### src/rtl/vram_write_engine.sv
// rtl/vram_write_engine.sv - blank-gated video RAM write engine with command FIFO and hardware screen fill
module vram_write_engine #(
    parameter int ADDR_W    = 10,
    parameter int COLOR_W   = 3,
    parameter int DEPTH     = 8,
    parameter int LAST_CELL = 1023
) (
    input  logic                      Clock,
    input  logic                      Reset,
    input  logic                      iWrite,
    input  logic [ADDR_W-1:0]         iAddress,
    input  logic [COLOR_W-1:0]        iColor,
    input  logic                      iFill,
    input  logic [COLOR_W-1:0]        iFillColor,
    input  logic                      iBlank,
    input  logic                      iClearOvf,
    output logic                      oVramWe,
    output logic [ADDR_W-1:0]         oVramAddr,
    output logic [COLOR_W-1:0]        oVramData,
    output logic [$clog2(DEPTH):0]    oCount,
    output logic                      oFull,
    output logic                      oBusy,
    output logic                      oOverflow
);

    localparam int PTR_W   = $clog2(DEPTH);
    localparam int CNT_W   = PTR_W + 1;
    localparam int ENTRY_W = ADDR_W + COLOR_W;

    typedef enum logic {IDLE, FILL} state_t;

    state_t               state, stateNext;
    logic [ENTRY_W-1:0]   fifoMem [DEPTH];
    logic [PTR_W-1:0]     rdPtr, wrPtr;
    logic [CNT_W-1:0]     count;
    logic [ADDR_W-1:0]    fillCnt;
    logic [COLOR_W-1:0]   fillColor;
    logic [ENTRY_W-1:0]   headEntry;

    logic                 full;
    logic                 startFill;
    logic                 fillStep;
    logic                 fillDone;
    logic                 doPop;
    logic                 doPush;
    logic                 dropWrite;
    logic                 weNext;
    logic [ADDR_W-1:0]    addrNext;
    logic [COLOR_W-1:0]   dataNext;

    assign full      = (count == CNT_W'(DEPTH));
    assign headEntry = fifoMem[rdPtr];
    assign oCount    = count;
    assign oFull     = full;
    assign oBusy     = (state == FILL) || (count != '0);

    always_ff @(posedge Clock or negedge Reset) begin
        if (!Reset) begin
            state <= IDLE;
        end else begin
            state <= stateNext;
        end
    end

    always_comb begin
        stateNext = state;
        case (state)
            IDLE:    if (iFill) stateNext = FILL;
            FILL:    if (iBlank && (fillCnt == ADDR_W'(LAST_CELL))) stateNext = IDLE;
            default: stateNext = IDLE;
        endcase
    end

    // A fill start flushes the queue, so a same-cycle write is always accepted into the emptied FIFO.
    always_comb begin
        startFill = (state == IDLE) && iFill;
        fillStep  = (state == FILL) && iBlank;
        fillDone  = fillStep && (fillCnt == ADDR_W'(LAST_CELL));
        doPop     = (state == IDLE) && !iFill && iBlank && (count != '0);
        doPush    = iWrite && (startFill || !full);
        dropWrite = iWrite && full && !startFill;
        weNext    = doPop || fillStep;
        addrNext  = oVramAddr;
        dataNext  = oVramData;
        if (fillStep) begin
            addrNext = fillCnt;
            dataNext = fillColor;
        end else if (doPop) begin
            addrNext = headEntry[ENTRY_W-1:COLOR_W];
            dataNext = headEntry[COLOR_W-1:0];
        end
    end

    always_ff @(posedge Clock) begin
        if (doPush) begin
            fifoMem[startFill ? PTR_W'(0) : wrPtr] <= {iAddress, iColor};
        end
    end

    always_ff @(posedge Clock or negedge Reset) begin
        if (!Reset) begin
            rdPtr     <= '0;
            wrPtr     <= '0;
            count     <= '0;
            fillCnt   <= '0;
            fillColor <= '0;
            oVramWe   <= 1'b0;
            oVramAddr <= '0;
            oVramData <= '0;
            oOverflow <= 1'b0;
        end else begin
            oVramWe   <= weNext;
            oVramAddr <= addrNext;
            oVramData <= dataNext;

            if (dropWrite) begin
                oOverflow <= 1'b1;
            end else if (iClearOvf) begin
                oOverflow <= 1'b0;
            end

            if (startFill) begin
                fillColor <= iFillColor;
                fillCnt   <= '0;
                rdPtr     <= '0;
                wrPtr     <= doPush ? PTR_W'(1) : PTR_W'(0);
                count     <= doPush ? CNT_W'(1) : CNT_W'(0);
            end else begin
                if (doPop) begin
                    rdPtr <= rdPtr + PTR_W'(1);
                end
                if (doPush) begin
                    wrPtr <= wrPtr + PTR_W'(1);
                end
                case ({doPush, doPop})
                    2'b10:   count <= count + CNT_W'(1);
                    2'b01:   count <= count - CNT_W'(1);
                    default: count <= count;
                endcase
            end

            // The sweep parks on the last cell instead of wrapping back to zero.
            if (fillStep && !fillDone) begin
                fillCnt <= fillCnt + ADDR_W'(1);
            end
        end
    end

endmodule
### config.mk
export PLATFORM = sky130hd
export DESIGN_NAME = vram_write_engine
export DESIGN_NICKNAME = d
export VERILOG_FILES = /design/src/rtl/vram_write_engine.sv
export SDC_FILE = /design/constraint.sdc
export NUM_CORES = 1
export LEC_CHECK = 0
export ABC_CLOCK_PERIOD_IN_PS = 4850
export CAP_MARGIN = 0
export CORE_MARGIN = 3
export CORE_UTILIZATION = 40
export DETAILED_ROUTE_END_ITERATION = 7
export SYNTH_ARGS = -nofsm -noshare
export SYNTH_HDL_FRONTEND = slang
export SYNTH_SLANG_ARGS = --single-unit
### constraint.sdc
create_clock -name Clock -period 4.85 [get_ports Clock]
set_input_delay 0.97 -clock Clock [delete_from_list [all_inputs] [get_ports Clock]]
set_output_delay 0.97 -clock Clock [all_outputs]
set_load 0.1 [all_outputs]
Word level (Yosys, flattened, before mapping) --
Memories as Yosys holds them, arrays and structs flattened. Index checks and enable logic that the tools add are counted.
Storage, ports and cells: memories 1, output and inout bits 21, input port bits 22, bits in writable memories 104, word-level logic and storage cells 68, register bits after elaboration 39
Memories:
- fifoMem | depth 8, bits a word 13, read ports 1, clocked after Yosys merged registers in 0, wr ports 1, RTL line 33 | logic [ENTRY_W-1:0] fifoMem [DEPTH];
Cells by class: add/sub/neg operators 5, bitwise gates (word level) 1, reduce and logical (&&, ||, !) cells 25, muxes and demuxes 22, eq/ne operators 4
Operators by type and width (count):
- two-way mux 10 bit | 4
- two-way mux 3 bit | 7
- logical AND 1 bit | 11
- adder 10 x 1 -> 10 bit (second input constant) | 1
- equality test 10 bit (second input constant) | 1
- nonzero test 2 bit | 5
- two-way mux 1 bit | 8
- one-hot mux 4 bit (2 select lines) | 1
- adder 3 x 1 -> 3 bit (second input constant) | 2
- adder 4 x 1 -> 4 bit (second input constant) | 1
- equality test 4 bit (second input constant) | 1
- zero test 1 bit | 4
- two-way mux 4 bit | 1
- nonzero test 4 bit | 1
- subtractor 4 x 1 -> 4 bit (second input constant) | 1
- logical OR 1 bit | 3
- nonzero test 3 bit | 1
- equality test 2 x 1 -> 1 bit (second input constant) | 1
- equality test 2 bit (second input constant) | 1
- one-hot mux 1 bit (2 select lines) | 1
- inverter 1 bit | 1

Longest topological paths before layout --
Gate-level depths: netlist of the first run.
word-level depth 7, gate-level depth with buffers 11, depth with buffers taken out 10

Least setup slack after synthesis of the first run --
Ideal clock, no wire load.
path kind register -> register, start point reg count[0] (netlist: oCount[0]), end point mem fifoMem[1][0] (netlist name) (enable), setup time 0.400 ns, arrival time 3.200 ns, path slack 1.251 ns, clock period less this slack 3.599 ns, required time 4.450 ns, buffers on the path 0, stages on the path, launching flop included 6, path through dfrtp_1 or4b_4 clkinv_2 a21oi_4 nand3_1 nor3_1
Between the ends: longest elaborated chain between the ends 6
Ends and longest elaborated chain:
- from (decl) | RTL line 35 | logic [CNT_W-1:0] count;
- from (signal assigned) | RTL line 127 | count <= doPush ? CNT_W'(1) : CNT_W'(0);
- from (signal assigned) | RTL line 136 | 2'b10: count <= count + CNT_W'(1);
- from (signal assigned) | RTL line 137 | 2'b01: count <= count - CNT_W'(1);
- equality test 4 bit | RTL line 51 | assign full = (count == CNT_W'(DEPTH));
- named net oFull | RTL line 21 | output logic oFull,
- zero test 1 bit | RTL line 80 | doPush = iWrite && (startFill || !full);
- logical OR 1 bit | RTL line 80
- logical AND 1 bit | RTL line 80
- two-way mux 1 bit | RTL line 95 | if (doPush) begin
- two-way mux 1 bit | RTL line 96 | fifoMem[startFill ? PTR_W'(0) : wrPtr] <= {iAddress, iColor};
- to (decl) | RTL line 33
The timed path passes the listed nets, and every way through them passes these cells.

Final worst setup path of the first run --
start point reg count[1] (netlist: oCount[1]), end point out oFull
Between the ends: longest elaborated chain between the ends 1
Ends and longest elaborated chain (RTL line):
- equality test 4 bit | 51
- to (decl) | 21
Every way passes these cells.

==> results.ini, run 1 <==
[clock_tree]
cts.sinks = 143
clk_pin_slew_ps = 50
cts_tree = done
clock-root-buffer = clkbuf_16
ctsResizeCount = 0
clock_latency_ps = 420
htreeDepth = 4
post_cts_buffers = 0
cts_buffers = 17
cts_buffer_depth = 2
cts_hold_buf = 0

[timing]
fmax_mhz = 265
slew-limit-headroom_pct = 34.1
fin_skew_ps = 5.93
finalWorstSetupSlack_ps = 1080
setup_tns_ps = 0
min_period_ps = 3770
rsz0062_at_grt = false
hold_violations = 0
finalMaxSlewViolations = 0
tightest_slew_ps = 986
fin_crit_sh_pct = 77.7
setup_viol = 0

[run]
maxCapViolCount = 0

[global_route]
grt_max_degree = 40
grt_use_met1_pct = 20.2
grt.overflow.total = 0
grt_util_all_layers_pct = 15.6
met3_usage_pct = 4.88
busiest_layer = met2
grt_pass1_wl_um = 19100
grt_pass1_vias = 3416
met2_usage_pct = 24.9
antenna_found_initial = 0

[yosys]
syn_avg_cell_area_um2 = 16.2
ys_types = 49
netlist_area_um2 = 5940
ys.warnings.count = 0
syn_nets = 394
synth.top_cells.by_area = edfxtp_1, dfrtp_1, mux4_2
yosys.area.top_type_share_pct = 52.6
yosysTopAreaCell = edfxtp_1
syn_inst = 367
yosysSeqAreaShare_pct = 69.0
synth_seq_cells = 143

[power_and_ir_drop]
comb_power_share_pct = 21.7
ir_drop_v = 0.000308
seq_power_share_pct = 44.8
power_uw = 3650
power_frac_clock_pct = 33.5
switching_share_pct = 31.0
switchingPower_uw = 1130
powerDensity_nw_per_um2 = 510
p_leak_uw = 0.00242
p_int_uw = 2520

[route]
drtPass1Iterations = 4
routed_via_density = 5.39
vias = 3312
route.detailed.wl_per_inst_um = 19.3
wl_um = 11800
drc = 0
antenna_left = 0
drtIter0Drc = 199

[run_status]
status = completed

[die]
ios = 43
rows = 43
start_util_pct = 41.8
fp.dieW_um = 128
dieHeight_um = 128
dieArea_um2 = 16300
core_area_um2 = 14200

[placed_design]
place_inst = 583
dp_hpwl_um = 7420
io_buffers = 42
place_ws_ps = 1150
place_congestion = 0.794

[cells_and_area]
instances_no_fill = 614
num_antenna_cells = 0
final_nets = 449
drive_gt1_share_pct = 18.2
layout_commonest_cell = edfxtp_1
areaGrowthSynthToFinish_pct = 20.6
fillers = 1187
layout_common_cells = edfxtp_1, clkdlybuf4s50_1, dfrtp_1
post-route-util_pct = 50.4

[hold_path]
holdCritPathClass = reg2reg

[worst_setup_path]
cp-end-kind = output port
cp_max_fo = 11
cp_data_arrival_time_ps = 2800
cp.required_ps = 3880
critPathKind = reg2out
ff2ff_setup_slack_ps = 2090
crit_path_start_kind = flip-flop

## routing by layer
layer	vias up	routed length, µm
met3	21	517
met2	81	5760
met4	0	217
met5	-	0
met1	1665	5340
li1	1545	-
## worst max-delay path, stage by stage, from the launching register on
cell	delay, ps
dfrtp_1	520
or4b_4	640
clkinv_2	90
clkdlybuf4s50_1	1130
## cell families (layout without fill, tap and decap cells)
family / count (synthesis) / in the layout / share of synthesized area [%]
AO/OA/AOI/OAI: 61 / 61 / 6.53
XOR/XNOR: 11 / 11 / 1.62
adder cells (fa/ha/maj): 5 / 5 / 1.05
buffers and inverters: 24 / 91 / 1.79
flip-flops: 143 / 143 / 69.0
multiplexers: 39 / 39 / 12.1
AND/OR/NAND/NOR: 84 / 84 / 7.90
## power by group through the flow
stage          sequential [µW]  clock (µW)  combinational, µW
2_1_floorplan             1830           0                371
5_1_grt                   1660        1300                849
4_1_cts                   1640        1250                804
3_5_place_dp              1660           0                801
6_report                  1630        1220                792
3_3_place_gp              1650           0                789
## registers in the layout, indices dropped and copies added, names as in the netlist
name / cells
fifoMem: 104
fillCnt: 10
fillColor: 3
oCount: 4
oOverflow: 1
oVramAddr: 10
oVramData: 3
oVramWe: 1
rdPtr: 3
state: 1
wrPtr: 3
## final timing paths
kind | start | endpoint | cells after the start
worst max-delay path | oCount[1] | oFull | 3
worst min-delay path | fillColor[0] | fillColor[0] | 2
worst max register to register | oCount[1] | oCount[3] | 8
worst min register to register | fillColor[0] | fillColor[0] | 2
max in group asynchronous | Reset | rdPtr[0] | 1
min in group asynchronous | Reset | oCount[0] | 1
## cell usage after synthesis, drive strengths merged
master / instances
a21oi: 6
a221oi: 1
a22oi: 13
a31oi: 4
a41oi: 1
and2: 4
and3: 2
and4: 1
buf: 7
clkbuf: 10
clkinv: 2
dfrtp: 39
edfxtp: 104
ha: 5
inv: 5
mux2i: 13
mux4: 26
nand2: 29
nand2b: 6
nand3: 6
nand4: 3
nand4b: 1
nor2: 15
nor2b: 1
nor3: 2
nor3b: 2
nor4: 7
o211ai: 1
o21ai: 31
o31ai: 2
o32ai: 1
o41ai: 1
or2b: 1
or3: 1
or3b: 1
or4: 1
or4b: 1
xnor2: 8
xor2: 3
## per-stage QoR
step	area (µm²)	hold slack (ps)
final	7160	489
after global routing	7160	533
after CTS	7160	498
after detailed placement	6610	479
after global placement	6610	461
after floorplan	5940	446
## cell type report
cell class	instances	area (µm²)	area share [%]
multi-input cells	200	1760	24.5
well taps	180	225	3.15
inverters	7	27.5	0.384
repair buffers	53	498	6.96
clock buffers	20	437	6.10
clock inverters	11	116	1.63
flip-flops and latches	143	4100	57.3
(Power assumes the default switching activity.)
==> run 2: changes to the inputs <==
--- a/config.mk
+++ b/config.mk
@@ -5,7 +5,7 @@
 export SDC_FILE = /design/constraint.sdc
 export NUM_CORES = 1
 export LEC_CHECK = 0
-export ABC_CLOCK_PERIOD_IN_PS = 4850
+export ABC_CLOCK_PERIOD_IN_PS = 3300
 export CAP_MARGIN = 0
 export CORE_MARGIN = 3
 export CORE_UTILIZATION = 40
==> constraint.sdc (replaced) <==
create_clock -name Clock -period 3.3 [get_ports Clock]
set_input_delay 0.66 -clock Clock [delete_from_list [all_inputs] [get_ports Clock]]
set_output_delay 0.66 -clock Clock [all_outputs]
set_load 0.1 [all_outputs]
==> results.ini, run 2 (synthesis results as in run 1) <==
[cells_and_area]
regMostFlops = fifoMem
post-route-util_pct = 50.2
layout_commonest_cell = edfxtp_1
drive_gt1_share_pct = 25.4
final_nets = 455
largest_reg_flops = 104
areaGrowthSynthToFinish_pct = 20.2
num_antenna_cells = 0
fillers = 1221
layout_common_cells = edfxtp_1, dfrtp_1, buf_4
largest_registers = fifoMem: 104 flops, fillCnt: 10 flops, oVramAddr: 10 flops

[timing]
hold_violations = 0
rsz0062_at_grt = false
fin_crit_sh_pct = 80.3
tightest_slew_ps = 888
slew-limit-headroom_pct = 40.8
fin_skew_ps = 5.91
setup_viol = 0
setup_tns_ps = 0
finalMaxSlewViolations = 0
min_period_ps = 2650
fmax_mhz = 378

[global_route]
grt_pass1_vias = 3432
grt_util_all_layers_pct = 15.3
grt_max_degree = 40
grt.overflow.total = 0
antenna_found_initial = 0
grt_pass1_wl_um = 18700

[die]
dieArea_um2 = 16300
dieHeight_um = 128
core_area_um2 = 14200
rows = 43
start_util_pct = 41.8
ios = 43
fp.dieW_um = 128

[clock_tree]
htreeDepth = 4
cts_tree = done
cts_buffers = 17
clk_pin_slew_ps = 60
clock-root-buffer = clkbuf_16
cts_buffer_depth = 2
post_cts_buffers = 0
cts_hold_buf = 0
clock_latency_ps = 420
cts.sinks = 143
ctsResizeCount = 0

[route]
top_layer_used = met4
vias = 3349
drtPass1Iterations = 4
drc = 0
routed_via_density = 5.39
met1_length_um = 5290
met2_length_um = 5570
antenna_left = 0
wl_um = 11500
dr_wl_met3_um = 474
drtIter0Drc = 225
route.detailed.wl_per_inst_um = 18.5

[hold_path]
holdCritPathClass = in2async

[worst_setup_path]
crit_family = simple AND/OR/NAND/NOR gates
cp.required_ps = 2640
cp.buffers_inverters = 2
crit_path_start_kind = flip-flop
slowest_delay_ps = 650
slowest_stage = or4b_4
crit_chain = or4b_4, clkinv_2, buf_4
cp_max_fo = 11
cp-end-kind = output port
critPathKind = reg2out
cp_data_arrival_time_ps = 1990

[power_and_ir_drop]
powerDensity_nw_per_um2 = 739
p_leak_uw = 0.00248
ir_drop_v = 0.000406

[run]
maxCapViolCount = 0

[run_status]
status = completed

[placed_design]
io_buffers = 42
place_congestion = 0.807
dp_hpwl_um = 7390

[run 2: changes by cell type in the layout (fill, tap and decap cells not counted), moves of 3 or more]
cell / previous run / this run
buf_4: 11 / 38
clkdlybuf4s50_1: 41 / 20
clkbuf_1: 3 / 0
inv_6: 2 / 5
[run 2: report_power, final]
group / internal, µW / total, µW / switching, µW
Combinational: 372 / 1150 / 778
Sequential: 2210 / 2400 / 184
Clock: 965 / 1720 / 757
[run 2: routing by layer]
metal / GRT usage, % / up-vias
li1: - / 1562
met1: 20.4 / 1699
met2: 24.0 / 72
met3: 3.88 / 16
met4: 6.24 / 0
met5: 0 / -
[run 2: metrics by stage]
| stage | cell area, µm² | cells | total power [µW] | setup WS, ps | hold slack [ps] |
|---|---|---|---|---|---|
| finish | 7130 | 621 | 5270 | 651 | 352 |
| global route | 7130 | 621 | 5490 | 506 | 422 |
| CTS | 7130 | 621 | 5320 | 641 | 385 |
| detailed placement | 6600 | 589 | 3600 | 347 | 468 |
| global placement | 6600 | 589 | 3570 | 409 | 462 |
| floorplan | 5940 | 367 | 3240 | 40.1 | 364 |
[run 2: area by class of cell]
cell class	count	area (µm²)	area share (%)
Timing Repair Buffer	59	490	6.87
Clock buffer	17	425	5.96
Clock inverter	15	110	1.54
Sequential cell	143	4100	57.5
Tap cell	180	225	3.16
Multi-Input combinational cell	200	1760	24.6
Inverter	7	27.5	0.386
[run 2: final timing paths]
check / startpoint / end / slack [ps] / cells after the start
min reg2reg: fillColor[2] / fillColor[2] / 480 / 2
min in group Clock: fillColor[2] / fillColor[2] / 480 / 2
min: Reset / oCount[0] / 350 / 1
max: oCount[1] / oFull / 650 / 3
max in group asynchronous: Reset / rdPtr[0] / 2340 / 1
max reg2reg: oCount[1] / oCount[3] / 680 / 9
==> run 3: changes to the inputs <==
--- a/config.mk
+++ b/config.mk
@@ -5,7 +5,7 @@
 export SDC_FILE = /design/constraint.sdc
 export NUM_CORES = 1
 export LEC_CHECK = 0
-export ABC_CLOCK_PERIOD_IN_PS = 3300
+export ABC_CLOCK_PERIOD_IN_PS = 2800
 export CAP_MARGIN = 0
 export CORE_MARGIN = 3
 export CORE_UTILIZATION = 40
==> constraint.sdc (replaced) <==
create_clock -name Clock -period 2.8 [get_ports Clock]
set_input_delay 0.56 -clock Clock [delete_from_list [all_inputs] [get_ports Clock]]
set_output_delay 0.56 -clock Clock [all_outputs]
set_load 0.1 [all_outputs]
==> results.ini, run 3 (synthesis results as in run 1) <==
[run_status]
status = completed

[worst_setup_path]
cp.required_ps = 2240
cp-end-kind = output port
cp_max_fo = 11
critPathKind = reg2out
crit_chain = nor4_1, nand2b_1, buf_4
cp_data_arrival_time_ps = 2050
slowest_stage = nor4_1
slowest_delay_ps = 710
crit_path_start_kind = flip-flop

[timing]
hold_ws_ps = 269
slew-limit-headroom_pct = 41.1
min_period_ps = 2610
fmax_mhz = 383
finalMaxSlewViolations = 0
tightest_slew_ps = 884
fin_skew_ps = 6.19
fin_crit_sh_pct = 93.3
hold_violations = 0
setup_viol = 0
rsz0062_at_grt = false

[global_route]
grt_util_all_layers_pct = 15.6
grt_pass1_wl_um = 19000
antenna_found_initial = 0
grt_max_degree = 40
grt_pass1_vias = 3465
grt.overflow.total = 0

[cells_and_area]
layout_commonest_cell = edfxtp_1
largest_registers = fifoMem: 104 flops, fillCnt: 10 flops, oVramAddr: 10 flops
num_antenna_cells = 0
drive_gt1_share_pct = 26.0
final_nets = 459
areaGrowthSynthToFinish_pct = 23.4
layout_common_cells = edfxtp_1, buf_4, dfrtp_1
largest_reg_flops = 104
regMostFlops = fifoMem
fin_area_um2 = 7330

[route]
drtPass1Iterations = 5
vias = 3370
antenna_left = 0
drc = 0
route.detailed.wl_per_inst_um = 19.1
wl_um = 11900
drtIter0Drc = 258
routed_via_density = 5.41

[clock_tree]
cts_buffers = 17
post_cts_buffers = 0
clock-root-buffer = clkbuf_16
clock_latency_ps = 410
htreeDepth = 4
cts_hold_buf = 0
clk_pin_slew_ps = 50
cts_tree = done
cts.sinks = 143
cts_buffer_depth = 2
ctsResizeCount = 0

[die]
ios = 43
dieHeight_um = 128
fp.dieW_um = 128
core_area_um2 = 14200
rows = 43
start_util_pct = 41.8
dieArea_um2 = 16300

[power_and_ir_drop]
p_leak_uw = 0.00254
powerDensity_nw_per_um2 = 895
ir_drop_v = 0.000466

[placed_design]
io_buffers = 42
place_congestion = 0.819
dp_hpwl_um = 7380
dpl-instance-area_um2 = 6730

[hold_path]
holdCritPathClass = in2async

[run]
maxCapViolCount = 0

==> run 3: cell types whose count changed in the layout (fill, tap and decap cells not counted), sizes merged <==
cell,previous run,this run
inv,10,5
clkinv,8,6
bufinv,0,4
clkbuf,17,19
clkinvlp,4,3
buf,39,43
==> run 3: power breakdown <==
part | internal [µW] | switching (µW) | leakage [µW] | total, µW
combinational | 494 | 955 | 0.000815 | 1450
clock | 1470 | 810 | 0.000280 | 2280
sequential | 2620 | 205 | 0.00144 | 2820
==> run 3: through the flow <==
stage | setup slack (ps) | cells | util, % | setup TNS [ps] | power (µW)
6_report | 188 | 623 | 51.6 | 0 | 6560
5_1_grt | 71.7 | 623 | 51.6 | 0 | 6840
4_1_cts | 128 | 623 | 51.6 | 0 | 6630
3_5_place_dp | 34.9 | 593 | 47.4 | 0 | 4330
3_3_place_gp | 100 | 593 | 47.4 | 0 | 4290
2_1_floorplan | -79.1 | 367 | - | -2030 | 3830
==> run 3: area by class of cell <==
type / count / area, µm²
Clock buffer: 19 / 433
Clock inverter: 11 / 168
Fill cell: 1197 / 6880
Inverter: 7 / 31.3
Multi-Input combinational cell: 200 / 1760
Sequential cell: 143 / 4110
Tap cell: 180 / 225
Timing Repair Buffer: 63 / 608
==> run 3: final timing paths <==
kind                         startpoint            to  slack [ps]  cells after the start
max                           oCount[1]         oBusy         190                      3
min                               Reset     oCount[2]         270                      1
max reg2reg                   oCount[1]     oCount[3]         250                      9
min reg2reg                fillColor[2]  fillColor[2]         480                      2
max in group asynchronous         Reset     oCount[1]        1890                      1
min in group Clock         fillColor[2]  fillColor[2]         480                      2
==> run 3: critical path: cells and delay by family, from the launching register on <==
family        cells  cell delay (ps)
buf+inv           1              260
simple gates      2              840
flops             1              540
==> run 3: routing by layer <==
metal  global-route usage (%)  vias to the layer above  wire length [µm]
met1                     20.4                     1713              5470
met3                     5.08                       11               581
met4                     4.56                        0               102
li1                         -                     1565                 -
met5                        0                        -                 0
met2                     25.0                       81              5740
